**src/rtl/mau_pkg.sv**
```systemverilog
// Shared types for the memory access unit: size codes, FSM states
// and byte-strobe masks. Set MAU_MISALIGN_CHECK_EN for misalign errors.
package mau_pkg;

  localparam logic [1:0] SZ_B = 2'b00;
  localparam logic [1:0] SZ_H = 2'b01;
  localparam logic [1:0] SZ_W = 2'b10;
  localparam logic [1:0] SZ_D = 2'b11;

  localparam logic [7:0] MASK_B = 8'h01;
  localparam logic [7:0] MASK_H = 8'h03;
  localparam logic [7:0] MASK_W = 8'h0F;
  localparam logic [7:0] MASK_D = 8'hFF;

  typedef enum logic [1:0] {
    ST_IDLE = 2'd0,
    ST_BUS  = 2'd1,
    ST_RESP = 2'd2
  } mau_state_e;

  function automatic logic [7:0] size_mask(
    input logic [1:0] size
  );
    logic [7:0] m;
    unique case (size)
      SZ_B:    m = MASK_B;
      SZ_H:    m = MASK_H;
      SZ_W:    m = MASK_W;
      default: m = MASK_D;
    endcase
    return m;
  endfunction

  // Address bits that must be zero for a naturally aligned access.
  function automatic logic [2:0] align_bits(
    input logic [1:0] size
  );
    logic [2:0] a;
    unique case (size)
      SZ_B:    a = 3'b000;
      SZ_H:    a = 3'b001;
      SZ_W:    a = 3'b011;
      default: a = 3'b111;
    endcase
    return a;
  endfunction

endpackage

```
**src/rtl/mau_lane_align.sv**
```systemverilog
// Combinational lane steering: store strobe/data shift, load extract/extend.
// Ports: addr_lo, size, is_unsigned, wdata, rdata -> wstrb, wdata_lane, rdata_ext.
module mau_lane_align
  import mau_pkg::*;
(
  input  logic [2:0]  addr_lo,
  input  logic [1:0]  size,
  input  logic        is_unsigned,
  input  logic [63:0] wdata,
  input  logic [63:0] rdata,
  output logic [7:0]  wstrb,
  output logic [63:0] wdata_lane,
  output logic [63:0] rdata_ext
);

  logic [5:0]  sh;
  logic [63:0] rd_sh;

  assign sh         = {addr_lo, 3'b000};
  assign wstrb      = size_mask(size) << addr_lo;
  assign wdata_lane = wdata << sh;
  assign rd_sh      = rdata >> sh;

  always_comb begin
    rdata_ext = rd_sh;
    unique case (size)
      SZ_B: rdata_ext = is_unsigned
        ? {56'b0, rd_sh[7:0]}
        : {{56{rd_sh[7]}}, rd_sh[7:0]};
      SZ_H: rdata_ext = is_unsigned
        ? {48'b0, rd_sh[15:0]}
        : {{48{rd_sh[15]}}, rd_sh[15:0]};
      SZ_W: rdata_ext = is_unsigned
        ? {32'b0, rd_sh[31:0]}
        : {{32{rd_sh[31]}}, rd_sh[31:0]};
      default: rdata_ext = rd_sh;
    endcase
  end

endmodule

```
**src/rtl/mem_access_unit.sv**
```systemverilog
// Load/store unit: one core request -> one 64-bit bus beat -> one response.
// Ports: clk, rst (async low), req_*, resp_*, bus_*. Macro: MAU_MISALIGN_CHECK_EN.
module mem_access_unit
  import mau_pkg::*;
#(
  parameter int TIMEOUT = 255
) (
  input  logic        clk,
  input  logic        rst,
  input  logic        req_valid,
  output logic        req_ready,
  input  logic        req_wen,
  input  logic [63:0] req_addr,
  input  logic [63:0] req_wdata,
  input  logic [1:0]  req_size,
  input  logic        req_unsigned,
  output logic        resp_valid,
  output logic [63:0] resp_rdata,
  output logic        resp_err,
  output logic        bus_req,
  input  logic        bus_ack,
  output logic        bus_we,
  output logic [63:0] bus_addr,
  output logic [63:0] bus_wdata,
  output logic [7:0]  bus_wstrb,
  input  logic [63:0] bus_rdata
);

  localparam logic [7:0] TO_LAST = 8'(TIMEOUT - 1);

  mau_state_e  state;
  logic [7:0]  cnt;
  logic        r_wen;
  logic [63:0] r_addr;
  logic [63:0] r_wdata;
  logic [1:0]  r_size;
  logic        r_uns;

  logic [63:0] acc_addr;
  logic        acc_err;
  logic [63:0] rdata_ext;

`ifdef MAU_MISALIGN_CHECK_EN
  assign acc_addr = req_addr;
  assign acc_err  = |(req_addr[2:0] & align_bits(req_size));
`else
  // Misaligned low bits are dropped so the access lands on its natural slot.
  assign acc_addr = {req_addr[63:3],
                     req_addr[2:0] & ~align_bits(req_size)};
  assign acc_err  = 1'b0;
`endif

  mau_lane_align u_align (
    .addr_lo     (r_addr[2:0]),
    .size        (r_size),
    .is_unsigned (r_uns),
    .wdata       (r_wdata),
    .rdata       (bus_rdata),
    .wstrb       (bus_wstrb),
    .wdata_lane  (bus_wdata),
    .rdata_ext   (rdata_ext)
  );

  assign req_ready = (state == ST_IDLE);
  assign bus_we    = r_wen;
  assign bus_addr  = {r_addr[63:3], 3'b000};

  always_ff @(posedge clk or negedge rst) begin
    if (!rst) begin
      state      <= ST_IDLE;
      cnt        <= '0;
      r_wen      <= 1'b0;
      r_addr     <= '0;
      r_wdata    <= '0;
      r_size     <= '0;
      r_uns      <= 1'b0;
      bus_req    <= 1'b0;
      resp_valid <= 1'b0;
      resp_err   <= 1'b0;
      resp_rdata <= '0;
    end else begin
      unique case (state)
        ST_IDLE: begin
          if (req_valid) begin
            r_wen   <= req_wen;
            r_addr  <= acc_addr;
            r_wdata <= req_wdata;
            r_size  <= req_size;
            r_uns   <= req_unsigned;
            cnt     <= '0;
            if (acc_err) begin
              state      <= ST_RESP;
              resp_valid <= 1'b1;
              resp_err   <= 1'b1;
              resp_rdata <= '0;
            end else begin
              state   <= ST_BUS;
              bus_req <= 1'b1;
            end
          end
        end
        ST_BUS: begin
          if (bus_ack) begin
            state      <= ST_RESP;
            bus_req    <= 1'b0;
            resp_valid <= 1'b1;
            resp_err   <= 1'b0;
            resp_rdata <= r_wen ? '0 : rdata_ext;
          end else if (cnt == TO_LAST) begin
            state      <= ST_RESP;
            bus_req    <= 1'b0;
            resp_valid <= 1'b1;
            resp_err   <= 1'b1;
            resp_rdata <= '0;
          end else begin
            cnt <= cnt + 8'd1;
          end
        end
        ST_RESP: begin
          state      <= ST_IDLE;
          resp_valid <= 1'b0;
          resp_err   <= 1'b0;
          resp_rdata <= '0;
        end
        default: state <= ST_IDLE;
      endcase
    end
  end

endmodule

```
**config.mk**
```make
export PLATFORM = sky130hd
export DESIGN_NAME = mem_access_unit
export DESIGN_NICKNAME = d
export VERILOG_FILES = /design/src/rtl/mau_pkg.sv /design/src/rtl/mau_lane_align.sv /design/src/rtl/mem_access_unit.sv
export SDC_FILE = /design/constraint.sdc
export NUM_CORES = 1
export LEC_CHECK = 0
export ABC_AREA = 1
export CORE_MARGIN = 3
export CORE_UTILIZATION = 45
export CTS_BUF_LIST = sky130_fd_sc_hd__clkbuf_8
export CTS_CLUSTER_SIZE = 30
export DETAILED_ROUTE_END_ITERATION = 10
export PLACE_DENSITY_LB_ADDON = 0.15
export SLEW_MARGIN = 0
export SYNTH_ARGS = -nofsm -noshare
export SYNTH_HDL_FRONTEND = slang
export SYNTH_SLANG_ARGS = --single-unit
```
**constraint.sdc**
```tcl
create_clock -name clk -period 2 [get_ports clk]
set_clock_uncertainty 0.15 [all_clocks]
set_input_delay 0.3 -clock clk [delete_from_list [all_inputs] [get_ports clk]]
set_output_delay 0.3 -clock clk [all_outputs]
set_load 0.01 [all_outputs]
```
==> summary.md <==
| Metric | Value |
|---|---|
| Status | finished, violations left |
| Failing checks | negative setup slack |
| GRT Total Usage | 0.3209 |
| Ys flop type | dfrtp_1 |
| Reg2reg setup slack | -0.44 ns |
| Syn Area/Cell | 7.100 um2 |
| Diode count | 0 |
| # Max-Cap Violations | 0 |
| Clock sinks | 209 |
| Comb pwr share | 0.618 |
| Vias/cell | 5.379 |
| Area contributors post-synth | dfrtp_1, nand2_1, o21ai_0 |
| Final min period | 2.671 ns |
| Crit path DAT | 2.22 ns |
| Worst-Skew Late Latency | 0.53 ns |
| RSZ-0062 raised after global routing | true |
| Core region area | 27100 um2 |
| Via count | 14160 |
| Fin cells | 2633 |
| Clock Root Buffer | clkbuf_8 |
| Num CTS Buffers | 38 |
| Post-route setup slack | -0.6711 ns |
| Cell taking the most area after synthesis | dfrtp_1 |
| Syn Std Cell Area | 12490 um2 |
| Sequential-to-total area share from yosys stat | 0.4188 |
| CP startpoint kind | register |
| Share of layout cells above drive strength 1 | 0.2720 |
| I/O pin count | 405 |
| DRT iter0 DRCs | 1159 |
| Final Setup Violations | 132 |
| Synth async-reset ratio | 1.000 |
| WL final | 50.92 mm |
| Reg-to-Reg End | resp_rdata[42] |
| Hold WC Path Type | in2async |
| Distinct cells, synth | 43 |
| #FFs+latches synth | 209 |
| Starting Density | 0.4608 |
| Fin nets | 2437 |
| Wirelength per Cell | 19.34 um |
| Final count of hold timing violations | 0 |
| LEAKAGE | 0.009782 uW |
| Worst R2R Path Depth | 15 |
| GRT Residual Overflow | 0 |
| Die X | 172.6 um |
| Critical path type | reg2out |
| Int Power | 16840 uW |
| Area grow syn2layout | 61.10% |
| Residual DRC | 0 |
| Post-synth EDFFs | 0 |
| Clock power share | 0.145 |
| Final Core Density | 0.7424 |
| First-pass GRT wire length | 76.82 mm |
| 1st-pass router iterations | 8 |
| DRT antenna net count | 0 |
| Dpl cells | 2516 |
| Sequential share of power | 0.237 |
| Worst r2r src | r_addr[0] |
| Die area | 29790 um2 |
| Largest net degree at the start of global routing | 80 |
| Switch Pwr | 13310 uW |
| H-tree levels | 2 |
| Final GP Congestion | 0.9980 |
| Setup crit end kind | output port |
| Max VDD drop | 958.9 uV |
| Post-Synthesis Cells | 1759 |
| Initial antenna violation count | 5 |
| Fmax | 0.3744 GHz |
| Crit share post-route | 1.336 |
| Port buffer count | 401 |
| Crit-path max FO | 8 |
| CTS max path bufs | 3 |
| Top cell type's share of synthesized area | 0.4188 |
| Cell Rows | 60 |
| Worst EP required | 1.55 ns |
| Die Y | 172.6 um |
| Final Max Slew Viols | 0 |
| Hpwl dp | 34.59 mm |
| CTS clk-pin slew, worst paths | 0.06 ns |
| Vias in the first global route | 13940 |
| Sw frac | 0.4415 |
| Ys Warns | 0 |
| Pwr per Cell Area | 1498 nW/um2 |
| CTS tree | done |
| Final TNS setup | -55.69 ns |
[synthesized netlist by cell type, types with 3 or more instances]
library cell	number
buf_4	71
a22oi_1	7
a21oi_1	27
o21ai_1	3
buf_12	4
nand2_2	4
dfrtp_1	209
o31ai_1	4
inv_2	4
nand2_1	821
nor2_1	60
buf_6	7
mux2i_1	21
o22ai_1	8
inv_1	63
buf_1	8
nand3_2	34
clkbuf_1	45
o21ai_0	180
nand4_1	4
o211ai_1	5
buf_2	45
nand3_1	96
nand2_4	4
[per-layer routing]
layer | up-vias | wire (um) | track usage
met5 | - | 50 | 0
met4 | 8 | 2803 | 0.1531
met3 | 215 | 4998 | 0.08476
met2 | 863 | 24630 | 0.5443
met1 | 6584 | 18430 | 0.3802
li1 | 6493 | - | -
[how the worst max path moves through the flow]
| stage | slack [ns] | start | cells past startpoint | end |
|---|---|---|---|---|
| 2_1_floorplan | 0.03 | r_addr[0] | 10 | bus_wdata[52] |
| 3_3_place_gp | -0.78 | r_addr[0] | 6 | bus_wdata[60] |
| 3_5_place_dp | -0.75 | r_addr[0] | 6 | bus_wdata[60] |
| 4_1_cts | -0.58 | r_addr[0] | 9 | bus_wdata[55] |
| 5_1_grt | -0.76 | r_addr[0] | 9 | bus_wdata[54] |
| 6_report | -0.67 | r_addr[0] | 9 | bus_wdata[21] |
[state kept, by name (all words and copies together) (netlist names)]
register,flops
r_addr,64
r_size,2
r_wdata,64
cnt,8
bus_req,1
resp_valid,1
resp_rdata,64
state,2
r_uns,1
bus_we,1
resp_err,1
[per-stage QoR]
step	area [um2]	worst slack [ns]	total power (uW)	hold slack, ns
floorplan	12500	0.02926	14760	-0.1456
global placement	17360	-0.7810	22300	0.02200
detailed placement	17360	-0.7515	22410	0.02044
CTS	19420	-0.5828	28830	0.04730
global route	20120	-0.7582	31810	0.05952
finish	20120	-0.6711	30140	0.05522
[timing repair]
item	CTS	global route
endpoints found under the setup margin	137	139
resized for setup	663	133
pin swaps	86	60
hold endpoints to repair	209	0
hold buffers	1	0
gates cloned	10	2
setup buffers	32	18
[cell type report]
cell class	instances	area (um2)
clock buffers	47	646.9
fillers	2063	6980
inverters	71	307.8
well taps	372	465.4
repair buffers	611	6083
clock inverters	19	162.7
multi-input cells	1304	7216
flip-flops and latches	209	5239
[cells in the final DEF, fill, tap and decap left out, types with 9 or more instances in the layout]
master	netlist	layout
clkbuf_8	0	47
o21ai_1	3	36
buf_12	4	33
buf_6	7	50
nand2_1	821	750
buf_8	0	9
nand3_4	0	14
inv_1	63	66
nand3_2	34	52
nand3_1	96	64
nand2_4	4	21
mux2i_4	0	14
dfrtp_1	209	206
clkdlybuf4s50_1	0	326
nor2_4	2	11
o21ai_2	0	32
a21oi_1	27	21
o21ai_4	0	25
o21ai_0	180	90
buf_2	45	49
buf_4	71	134
nor2_1	60	45
nand2_2	4	57
[power groups by stage]
stage / Clock (uW) / Combinational, uW / Sequential, uW
after global routing: 4680 / 19800 / 7280
final: 4380 / 18600 / 7140
after CTS: 4450 / 17300 / 7030
after global placement: 0 / 15300 / 6990
after floorplan: 0 / 7920 / 6840
after detailed placement: 0 / 15400 / 7000
[cell families (layout without fill, tap and decap cells)]
family / count (synthesis) / after routing / synth area share
and+or+nand+nor: 1034 / 1037 / 0.3472
buffers and inverters: 251 / 748 / 0.1119
AOI/OAI and AO/OA: 240 / 240 / 0.1023
DFF: 209 / 209 / 0.4188
muxes: 21 / 21 / 0.01683
adders and majority gates: 2 / 2 / 0.002003
other: 1 / 3 / 0.0003003
xor gates and xnor gates: 1 / 1 / 0.0007014
[worst max-delay path, cell delays in order (launching register included)]
cell and delay, ns:
dfrtp_4 0.50, buf_12 0.16, buf_6 0.12, nor2_4 0.11, inv_4 0.08, o22ai_1 0.22
inv_1 0.12, buf_4 0.16, nor2_1 0.09, buf_2 0.14
Note: power is estimated with default switching activity, not from simulation.
